## src/rtl/branch_resolve_unit_if.sv

```systemverilog
// Branch resolve unit bus: dispatch alloc, branch ALU resolve, predictor update and flush.
// The stats outputs exist only when BRANCH_RESOLVE_STATS_EN is defined.
interface branch_resolve_unit_if #(
   parameter int NUM_ENTRY          = 8,
   parameter int BW_ADDRESS         = 32,
   parameter int NUM_GLOBAL_HISTORY = 4,
   parameter int BW_TAG             = $clog2(NUM_ENTRY)
);
   logic                          i_alloc_valid;
   logic                          o_alloc_ready;
   logic [BW_TAG-1:0]             o_alloc_tag;
   logic [BW_ADDRESS-1:0]         i_alloc_pc;
   logic [BW_ADDRESS-1:0]         i_alloc_predicted_pc_next;
   logic [NUM_GLOBAL_HISTORY-1:0] i_alloc_global_history;
   logic                          i_resolve_valid;
   logic [BW_TAG-1:0]             i_resolve_tag;
   logic                          i_resolve_taken;
   logic [BW_ADDRESS-1:0]         i_resolve_target;
   logic                          o_branch_valid;
   logic [BW_ADDRESS-1:0]         o_branch_pc;
   logic [BW_ADDRESS-1:0]         o_branch_correct_pc_next;
   logic [NUM_GLOBAL_HISTORY-1:0] o_branch_global_history;
   logic                          o_branch_correct_prediction;
   logic                          o_flush;
   logic [BW_ADDRESS-1:0]         o_redirect_pc;
`ifdef BRANCH_RESOLVE_STATS_EN
   logic [31:0]                   o_stat_retired;
   logic [31:0]                   o_stat_mispredict;
`endif

   modport master (
      output i_alloc_valid, i_alloc_pc, i_alloc_predicted_pc_next, i_alloc_global_history,
             i_resolve_valid, i_resolve_tag, i_resolve_taken, i_resolve_target,
      input  o_alloc_ready, o_alloc_tag, o_branch_valid, o_branch_pc, o_branch_correct_pc_next,
             o_branch_global_history, o_branch_correct_prediction, o_flush, o_redirect_pc
`ifdef BRANCH_RESOLVE_STATS_EN
      , input o_stat_retired, o_stat_mispredict
`endif
   );

   modport slave (
      input  i_alloc_valid, i_alloc_pc, i_alloc_predicted_pc_next, i_alloc_global_history,
             i_resolve_valid, i_resolve_tag, i_resolve_taken, i_resolve_target,
      output o_alloc_ready, o_alloc_tag, o_branch_valid, o_branch_pc, o_branch_correct_pc_next,
             o_branch_global_history, o_branch_correct_prediction, o_flush, o_redirect_pc
`ifdef BRANCH_RESOLVE_STATS_EN
      , output o_stat_retired, o_stat_mispredict
`endif
   );
endinterface

```

## src/rtl/branch_resolve_unit.sv

```systemverilog
// In-order branch tracking queue: out-of-order resolve, in-order retire into predictor updates.
// Optional retire/mispredict counters are enabled by defining BRANCH_RESOLVE_STATS_EN.
module branch_resolve_unit #(
   parameter int NUM_ENTRY          = 8,
   parameter int BW_ADDRESS         = 32,
   parameter int NUM_GLOBAL_HISTORY = 4,
   parameter int BW_TAG             = $clog2(NUM_ENTRY)
) (
   input  logic                 clk,
   input  logic                 rst_n,
   branch_resolve_unit_if.slave bus
);
   typedef enum logic [1:0] {ST_FREE, ST_WAIT, ST_DONE} entry_state_t;
   localparam int BW_COUNT = BW_TAG + 1;

   entry_state_t                  state_reg   [NUM_ENTRY];
   entry_state_t                  state_next  [NUM_ENTRY];
   logic [BW_ADDRESS-1:0]         pc_mem      [NUM_ENTRY];
   logic [BW_ADDRESS-1:0]         pred_mem    [NUM_ENTRY];
   logic [BW_ADDRESS-1:0]         correct_mem [NUM_ENTRY];
   logic [NUM_GLOBAL_HISTORY-1:0] hist_mem    [NUM_ENTRY];

   logic [BW_TAG-1:0]   head_reg, head_next, tail_reg, tail_next;
   logic [BW_COUNT-1:0] count_reg, count_next;

   logic                  retire, retire_mispredict;
   logic                  alloc_ready, alloc_fire, resolve_fire;
   logic [BW_ADDRESS-1:0] resolve_pc_next;

   logic                          branch_valid_reg, correct_pred_reg, flush_reg;
   logic [BW_ADDRESS-1:0]         branch_pc_reg, correct_pc_reg, redirect_pc_reg;
   logic [NUM_GLOBAL_HISTORY-1:0] branch_hist_reg;

   assign retire            = (state_reg[head_reg] == ST_DONE);
   assign retire_mispredict = retire && (pred_mem[head_reg] != correct_mem[head_reg]);
   // A full queue stays closed even when the head retires this cycle.
   assign alloc_ready       = (count_reg != BW_COUNT'(NUM_ENTRY)) && !retire_mispredict;
   assign alloc_fire        = bus.i_alloc_valid && alloc_ready;
   assign resolve_fire      = bus.i_resolve_valid && !retire_mispredict &&
                              (state_reg[bus.i_resolve_tag] == ST_WAIT);
   assign resolve_pc_next   = bus.i_resolve_taken ? bus.i_resolve_target
                                                  : pc_mem[bus.i_resolve_tag] + BW_ADDRESS'(4);

   always_comb begin
      for (int i = 0; i < NUM_ENTRY; i++) state_next[i] = state_reg[i];
      head_next  = head_reg;
      tail_next  = tail_reg;
      count_next = count_reg;
      if (retire_mispredict) begin
         for (int i = 0; i < NUM_ENTRY; i++) state_next[i] = ST_FREE;
         head_next  = head_reg + 1'b1;
         tail_next  = head_reg + 1'b1;
         count_next = '0;
      end else begin
         if (alloc_fire) begin
            state_next[tail_reg] = ST_WAIT;
            tail_next            = tail_reg + 1'b1;
         end
         if (resolve_fire) state_next[bus.i_resolve_tag] = ST_DONE;
         if (retire) begin
            state_next[head_reg] = ST_FREE;
            head_next            = head_reg + 1'b1;
         end
         count_next = count_reg + BW_COUNT'(alloc_fire) - BW_COUNT'(retire);
      end
   end

   always_ff @(posedge clk or negedge rst_n) begin
      if (!rst_n) begin
         for (int i = 0; i < NUM_ENTRY; i++) state_reg[i] <= ST_FREE;
         head_reg  <= '0;
         tail_reg  <= '0;
         count_reg <= '0;
      end else begin
         state_reg <= state_next;
         head_reg  <= head_next;
         tail_reg  <= tail_next;
         count_reg <= count_next;
      end
   end

   // Payload storage needs no reset; entry state gates every read.
   always_ff @(posedge clk) begin
      if (alloc_fire) begin
         pc_mem[tail_reg]   <= bus.i_alloc_pc;
         pred_mem[tail_reg] <= bus.i_alloc_predicted_pc_next;
         hist_mem[tail_reg] <= bus.i_alloc_global_history;
      end
      if (resolve_fire) correct_mem[bus.i_resolve_tag] <= resolve_pc_next;
   end

   always_ff @(posedge clk or negedge rst_n) begin
      if (!rst_n) begin
         branch_valid_reg <= 1'b0;
         flush_reg        <= 1'b0;
         correct_pred_reg <= 1'b0;
         branch_pc_reg    <= '0;
         correct_pc_reg   <= '0;
         redirect_pc_reg  <= '0;
         branch_hist_reg  <= '0;
      end else begin
         branch_valid_reg <= retire;
         flush_reg        <= retire_mispredict;
         if (retire) begin
            branch_pc_reg    <= pc_mem[head_reg];
            correct_pc_reg   <= correct_mem[head_reg];
            branch_hist_reg  <= hist_mem[head_reg];
            correct_pred_reg <= !retire_mispredict;
         end
         if (retire_mispredict) redirect_pc_reg <= correct_mem[head_reg];
      end
   end

   assign bus.o_alloc_ready               = alloc_ready;
   assign bus.o_alloc_tag                 = tail_reg;
   assign bus.o_branch_valid              = branch_valid_reg;
   assign bus.o_branch_pc                 = branch_pc_reg;
   assign bus.o_branch_correct_pc_next    = correct_pc_reg;
   assign bus.o_branch_global_history     = branch_hist_reg;
   assign bus.o_branch_correct_prediction = correct_pred_reg;
   assign bus.o_flush                     = flush_reg;
   assign bus.o_redirect_pc               = redirect_pc_reg;

`ifdef BRANCH_RESOLVE_STATS_EN
   logic [31:0] stat_retired_reg, stat_mispredict_reg;

   always_ff @(posedge clk or negedge rst_n) begin
      if (!rst_n) begin
         stat_retired_reg    <= '0;
         stat_mispredict_reg <= '0;
      end else begin
         if (retire && (stat_retired_reg != '1))
            stat_retired_reg <= stat_retired_reg + 32'd1;
         if (retire_mispredict && (stat_mispredict_reg != '1))
            stat_mispredict_reg <= stat_mispredict_reg + 32'd1;
      end
   end

   assign bus.o_stat_retired    = stat_retired_reg;
   assign bus.o_stat_mispredict = stat_mispredict_reg;
`endif
endmodule
```

## src/flat_wrapper.sv

```systemverilog
// flat-port wrapper written by rule: the top's interface ports become plain ports
module branch_resolve_unit_flat 
#(
   parameter int NUM_ENTRY          = 8,
   parameter int BW_ADDRESS         = 32,
   parameter int NUM_GLOBAL_HISTORY = 4,
   parameter int BW_TAG             = $clog2(NUM_ENTRY)
)
  (clk, rst_n, bus_i_alloc_valid, bus_i_alloc_pc, bus_i_alloc_predicted_pc_next, bus_i_alloc_global_history, bus_i_resolve_valid, bus_i_resolve_tag, bus_i_resolve_taken, bus_i_resolve_target, bus_o_alloc_ready, bus_o_alloc_tag, bus_o_branch_valid, bus_o_branch_pc, bus_o_branch_correct_pc_next, bus_o_branch_global_history, bus_o_branch_correct_prediction, bus_o_flush, bus_o_redirect_pc);
  branch_resolve_unit_if #(.NUM_ENTRY(NUM_ENTRY), .BW_ADDRESS(BW_ADDRESS), .NUM_GLOBAL_HISTORY(NUM_GLOBAL_HISTORY), .BW_TAG(BW_TAG)) bus_i ();
  input  logic clk;
  input  logic rst_n;
  input wire logic [$bits(bus_i.i_alloc_valid)-1:0] bus_i_alloc_valid;
  input wire logic [$bits(bus_i.i_alloc_pc)-1:0] bus_i_alloc_pc;
  input wire logic [$bits(bus_i.i_alloc_predicted_pc_next)-1:0] bus_i_alloc_predicted_pc_next;
  input wire logic [$bits(bus_i.i_alloc_global_history)-1:0] bus_i_alloc_global_history;
  input wire logic [$bits(bus_i.i_resolve_valid)-1:0] bus_i_resolve_valid;
  input wire logic [$bits(bus_i.i_resolve_tag)-1:0] bus_i_resolve_tag;
  input wire logic [$bits(bus_i.i_resolve_taken)-1:0] bus_i_resolve_taken;
  input wire logic [$bits(bus_i.i_resolve_target)-1:0] bus_i_resolve_target;
  output wire logic [$bits(bus_i.o_alloc_ready)-1:0] bus_o_alloc_ready;
  output wire logic [$bits(bus_i.o_alloc_tag)-1:0] bus_o_alloc_tag;
  output wire logic [$bits(bus_i.o_branch_valid)-1:0] bus_o_branch_valid;
  output wire logic [$bits(bus_i.o_branch_pc)-1:0] bus_o_branch_pc;
  output wire logic [$bits(bus_i.o_branch_correct_pc_next)-1:0] bus_o_branch_correct_pc_next;
  output wire logic [$bits(bus_i.o_branch_global_history)-1:0] bus_o_branch_global_history;
  output wire logic [$bits(bus_i.o_branch_correct_prediction)-1:0] bus_o_branch_correct_prediction;
  output wire logic [$bits(bus_i.o_flush)-1:0] bus_o_flush;
  output wire logic [$bits(bus_i.o_redirect_pc)-1:0] bus_o_redirect_pc;
  assign bus_i.i_alloc_valid = bus_i_alloc_valid;
  assign bus_i.i_alloc_pc = bus_i_alloc_pc;
  assign bus_i.i_alloc_predicted_pc_next = bus_i_alloc_predicted_pc_next;
  assign bus_i.i_alloc_global_history = bus_i_alloc_global_history;
  assign bus_i.i_resolve_valid = bus_i_resolve_valid;
  assign bus_i.i_resolve_tag = bus_i_resolve_tag;
  assign bus_i.i_resolve_taken = bus_i_resolve_taken;
  assign bus_i.i_resolve_target = bus_i_resolve_target;
  assign bus_o_alloc_ready = bus_i.o_alloc_ready;
  assign bus_o_alloc_tag = bus_i.o_alloc_tag;
  assign bus_o_branch_valid = bus_i.o_branch_valid;
  assign bus_o_branch_pc = bus_i.o_branch_pc;
  assign bus_o_branch_correct_pc_next = bus_i.o_branch_correct_pc_next;
  assign bus_o_branch_global_history = bus_i.o_branch_global_history;
  assign bus_o_branch_correct_prediction = bus_i.o_branch_correct_prediction;
  assign bus_o_flush = bus_i.o_flush;
  assign bus_o_redirect_pc = bus_i.o_redirect_pc;
  branch_resolve_unit #(.NUM_ENTRY(NUM_ENTRY), .BW_ADDRESS(BW_ADDRESS), .NUM_GLOBAL_HISTORY(NUM_GLOBAL_HISTORY), .BW_TAG(BW_TAG)) u_core (.clk(clk), .rst_n(rst_n), .bus(bus_i));
endmodule
```

## config.mk

```make
export PLATFORM = sky130hd
export DESIGN_NAME = branch_resolve_unit_flat
export DESIGN_NICKNAME = d
export VERILOG_FILES = /design/src/rtl/branch_resolve_unit_if.sv /design/src/rtl/branch_resolve_unit.sv /design/src/flat_wrapper.sv
export SDC_FILE = /design/constraint.sdc
export NUM_CORES = 1
export LEC_CHECK = 0
export BUFFER_PORTS_ARGS = -buffer_cell sky130_fd_sc_hd__buf_4
export CORE_MARGIN = 10
export CORE_UTILIZATION = 40
export CTS_CLUSTER_SIZE = 10
export DETAILED_ROUTE_END_ITERATION = 8
export PLACE_DENSITY_LB_ADDON = 0.3
export SLEW_MARGIN = 10
export SYNTH_ARGS = -nofsm -noshare
export SYNTH_HDL_FRONTEND = slang
export SYNTH_SLANG_ARGS = --single-unit
```

## constraint.sdc

```tcl
create_clock -name clk -period 7.45 [get_ports clk]
set_input_delay 1.1175 -clock clk [delete_from_list [all_inputs] [get_ports clk]]
set_output_delay 1.1175 -clock clk [all_outputs]
set_load 0.1 [all_outputs]
```

==> results of run 1 <==
power breakdown:
part           switching [uW]  internal, uW  leakage, uW
combinational            5340          2520      0.00531
clock                    2040          2710      0.00150
sequential                554          6510      0.00881
logic make-up after synthesis:
kind of cell    synth area share, %
flops                         69.44
simple gates                  4.550
xor+xnor                      1.339
compound gates                6.313
buf+inv                       2.363
fa+ha+maj                    0.3061
mux                           15.68
through the flow:
stage          utilization, %  area (um2)  total power [uW]  hold WS, ps  setup WS, ps
2_1_floorplan               -       39240             12800        504.4          1452
3_3_place_gp            43.62       42310             14980        464.5          1452
3_5_place_dp            43.62       42310             15100        475.2          1369
4_1_cts                 46.87       45460             19860        458.8         663.8
5_1_grt                 46.88       45470             20540        451.9         505.9
6_report                46.88       45470             19670        416.8         812.3
cells in the mapped netlist, drive strengths merged, types with 17 or more instances:
cell    number  area share [%]
xnor2       43            0.96
o21ai       97             1.2
a22oi       65             1.2
mux2       133             3.9
edfxtp     800              61
nor2        83            0.79
nor2b       23            0.37
a21oi       82             1.1
dfrtp      129             8.2
xor2        17            0.38
mux4       142             8.1
clkbuf      59            0.56
buf         91             1.7
o22ai       39            0.62
o21a        22            0.42
mux2i      142             3.6
nand2      130             1.2
nand3       35            0.45
final timing paths:
path	cells after the start	slack [ps]	start	end
max	12	810	u_core.head_reg[0]	bus_o_alloc_ready
min	1	420	rst_n	u_core.bus.o_branch_pc[11]
max reg2reg	13	1490	u_core.head_reg[0]	u_core.pc_mem[5][18]
min reg2reg	2	480	u_core.bus.o_branch_pc[30]	u_core.bus.o_branch_pc[30]
max in group asynchronous	2	6100	rst_n	u_core.head_reg[0]
min in group clk	2	480	u_core.bus.o_branch_pc[30]	u_core.bus.o_branch_pc[30]
metal layers:
layer  track usage (%)  vias to the layer above  routed length, um
met4             4.960                        6               2224
met3             3.769                      173               8469
met2             31.32                     1018              52430
met1             26.63                    11860              46890
met5                 0                        -                 42
li1                  -                     9680                  -
cell type report:
| type | count | area [um2] | area share (%) |
|---|---|---|---|
| flip-flops and latches | 929 | 27260 | 59.96 |
| well taps | 1276 | 1597 | 3.511 |
| multi-input cells | 1227 | 11150 | 24.52 |
| repair buffers | 280 | 2243 | 4.934 |
| diodes | 2 | 5.005 | 0.01101 |
| clock inverters | 13 | 177.7 | 0.3908 |
| inverters | 15 | 57.56 | 0.1266 |
| clock buffers | 185 | 2979 | 6.552 |
worst max-delay path, cell delays in order, from the launching register on:
cell      delay [ps]
dfrtp_4          790
buf_4            430
buf_4            460
mux4_2           560
mux2i_1          340
xnor2_1          190
nand4_1          160
nor4_1           680
nand4_1          320
nand2_2          290
clkinv_2         110
nor2_1           130
buf_4            300
==> results.txt, run 1 <==
status - finished clean
layout cells sized above 1 - 27.07%
Hold Crit Class - in -> async
initial antenna violation count - 11
io pins - 215
Final HPWL DP - 69.56 mm
Routed WL - 110.0 mm
number of synthesized flops with an enable pin - 800
drt first-iter violations - 2469
htree depth - 3
root buf cell - clkbuf_16
Total Neg Setup Slack - 0 ps
Max Slew Vio Count - 0
Worst-path clk slew - 50 ps
DRC Markers - 0
Netlist Area Pre-Place - 39240 um2
largest net degree at the start of global routing - 77
via/cell ratio - 5.790
Layout Cells excl Fill - 3927
cts repair resizes - 0
Fillers - 8243
routability cong. - 0.8263
first drt pass iteration count - 6
WS Path Type - reg -> out
CP Capture Type - primary output
# Post-CTS Setup Buffers - 0
# setup viols final - 0
Final period util - 89.10%
CP Launch Type - flip-flop
DRT antenna net count - 0
Post-Syn Nets - 2438
CP max FO - 30
commonest non-fill, non-tap cell in the layout - edfxtp_1
CP required - 6330 ps
worst skew pair latency - 690 ps
VDD IR max - 0.4031 mV
CTS hold repair buffers - 0
first-pass GRT wire length - 161.1 mm
WP data arrival - 5520 ps
Syn-to-layout area delta - 15.87%
Hold Fails Final Rpt - 0
main flop type after synthesis - edfxtp_1
wire per inst - 28.02 um
Largest regs - u_core.correct_mem (256), u_core.pc_mem (256), u_core.pred_mem (256)
leading cell types in the layout, fill and taps excluded - edfxtp_1, buf_4, mux4_2, mux2i_1, nand2_1
Die X - 333.2 um
count of warnings emitted by yosys - 0
IO buf count - 214
Die Ht - 333.2 um
die area - 111000 um2
Max-slew headroom - 19.15%
unrepaired setup endpoints after global routing - false
DP Cell Count - 3727
Worst Max-Slew Pin Slew - 1200 ps
Leakage - 0.01562 uW
post-synth cell types - 72
Core Box Area - 96990 um2
gr usage total - 19.35%
total clock sinks - 929
P per Cell Area - 432.6 nW/um2
cts bufs inserted - 106
vias in the first global route - 23150
CTS tree - built
via count - 22740
max frequency - 150.7 MHz
grt ovf - 0
Max Root-Sink Buffers - 3
Final min period - 6638 ps
synthesized area per cell - 16.91 um2
post-synthesis sequential area ratio - 69.44%
Post-Route Skew - 39.17 ps
row cnt - 114
Nets - 2676
Synth Instances - 2321
Max Cap Viol - 0
post-synthesis register bit count - 929
ys async rst share - 13.89%
initial core utilization - 40.46%
Note: power is estimated with default switching activity, not from simulation.
==> run 2: changes to the inputs <==
Settings changed: BUFFER_PORTS_ARGS -buffer_cell sky130_fd_sc_hd__buf_4 to -buffer_cell sky130_fd_sc_hd__buf_2, CAP_MARGIN set to 40, CTS_CLUSTER_SIZE 10 to 16.
==> run 2 against run 1 <==
Against the previous run:
- via count is 0.28% higher
- global-route usage is 0.069 points higher
- critical path depth stayed put
- clock skew is 16 ps lower
- hold slack worse by 20 ps
- register-to-register slack better by 170 ps
- critical endpoint unchanged
- largest cell class unchanged
==> results.txt, run 2 (same netlist as run 1, synthesis figures left out) <==
# setup viols final - 0
Hold Crit Class - in -> async
reg2reg setup slack - 1660 ps
Tot Pwr - 19550 uW
io pins - 215
largest net degree at the start of global routing - 73
reg2reg start - u_core.head_reg[0]
Total Neg Setup Slack - 0 ps
DRC Markers - 0
drt first-iter violations - 2521
htree depth - 3
root buf cell - clkbuf_16
Die Ht - 333.2 um
gr usage total - 19.42%
status - finished clean
commonest non-fill, non-tap cell in the layout - edfxtp_1
Core Box Area - 96990 um2
Reg area - 27260 um2
Max Root-Sink Buffers - 3
row cnt - 114
grt ovf - 0
Max Cap Viol - 0
slowest cell on the critical path - dfrtp_4
max frequency - 155.5 MHz
initial core utilization - 40.46%
Final period util - 86.33%
CP max FO - 28
multi-input logic area - 11150 um2
RR Endpoint - u_core.pred_mem[3][25]
first drt pass iteration count - 5
CTS hold repair buffers - 0
unrepaired setup endpoints after global routing - false
cts repair resizes - 0
CP required - 6330 ps
CP max stage delay - 810 ps
via/cell ratio - 5.807
# Post-CTS Setup Buffers - 0
via count - 22800
routability cong. - 0.8313
layout cells sized above 1 - 28.49%
Nets - 2682
Worst Max-Slew Pin Slew - 905.1 ps
DR top layer - met5
IO buf count - 214
Largest regs - u_core.correct_mem (256), u_core.pc_mem (256), u_core.pred_mem (256)
P per Cell Area - 434.2 nW/um2
Max Slew Vio Count - 0
first-pass GRT wire length - 161.0 mm
initial antenna violation count - 14
Final min period - 6432 ps
WP data arrival - 5310 ps
total clock sinks - 929
DRT antenna net count - 0
Final HPWL DP - 70.52 mm
r2r worst-path depth - 13
CP Launch Type - flip-flop
Syn-to-layout area delta - 14.73%
CP Capture Type - primary output
Routed WL - 110.6 mm
VDD IR max - 0.5572 mV
metal3 WL - 9.066 mm
Max-slew headroom - 39.25%
CP bufs+invs - 4
die area - 111000 um2
vias in the first global route - 22960
Hold Fails Final Rpt - 0
Post-Route Skew - 23.36 ps
WS Path Type - reg -> out
CTS tree - built
cts bufs inserted - 95
worst path cell trace - buf_4, buf_4, mux4_2, mux2i_1, xnor2_1, nand4_1, nor4_1, nand4_1, nand2_2, clkinv_2, nor2_1, buf_12
worst skew pair latency - 670 ps
metal2 WL - 52.28 mm
wire per inst - 28.18 um
Die X - 333.2 um
met1 WL - 46.59 mm
Leakage - 0.01555 uW
CP delay by family, top - simple AND/OR/NAND/NOR gates
Fillers - 8326
Worst-path clk slew - 60 ps
leading cell types in the layout, fill and taps excluded - edfxtp_1, buf_2, mux4_2, mux2i_1, nand2_1
run 2: cell types whose count changed in the layout (fill, tap and decap cells not counted), sizes merged:
cell,change
clkbuf,-55
clkinv,+25
buf,+17
bufinv,+7
clkinvlp,+5
diode,+1
inv,-1
run 2: layout make-up:
cell class | count | share of cell area [%]
Antenna cell | 3 | 0.01667
Clock buffer | 130 | 5.797
Clock inverter | 49 | 1.092
Inverter | 15 | 0.1278
Multi-Input combinational cell | 1227 | 24.77
Sequential cell | 929 | 60.56
Tap cell | 1276 | 3.546
Timing Repair Buffer | 297 | 4.094
run 2: worst max-delay path by stage:
stage	from	end	slack (ps)	cells after the start
4_1_cts	u_core.head_reg[0]	bus_o_alloc_ready	760	12
6_report	u_core.head_reg[0]	bus_o_alloc_ready	1020	12
2_1_floorplan	u_core.head_reg[0]	u_core.hist_mem[2][0]	1450	14
5_1_grt	u_core.head_reg[0]	bus_o_alloc_ready	650	12
3_5_place_dp	u_core.head_reg[0]	u_core.pred_mem[3][23]	1430	13
3_3_place_gp	bus_i_resolve_tag[2]	u_core.correct_mem[1][15]	1340	9
run 2: through the flow:
step	hold slack, ps	setup WS [ps]	util (%)	instances	cell area [um2]
floorplan	504.4	1452	-	2321	39240
global route	382.2	652.7	46.41	3925	45020
detailed placement	467.1	1435	43.18	3743	41880
CTS	375.3	755.5	46.38	3922	44990
finish	397.1	1018	46.42	3926	45020
global placement	457.7	1336	43.09	3729	41790
run 2: worst reg2reg max path: stages (launching register included):
cell and delay [ps]:
dfrtp_4 810, buf_4 540, buf_4 350, mux4_2 540
mux2i_1 250, xnor2_1 210, nand4_1 170, nor4_1 560
nand4_1 330, nand2_2 300, clkinv_2 110, buf_4 310
nor2_4 680, buf_12 280
run 2: per-layer routing:
layer  track usage [%]  vias up
met1             26.93    11810
met5                 0        -
li1                  -     9694
met3             3.885      192
met2             30.92     1088
met4             5.426       14
run 2: where the power goes:
part / leakage, uW / internal [uW] / switching [uW]
clock: 0.00150 / 2710 / 2000
sequential: 0.00881 / 6510 / 498
combinational: 0.00523 / 2380 / 5460
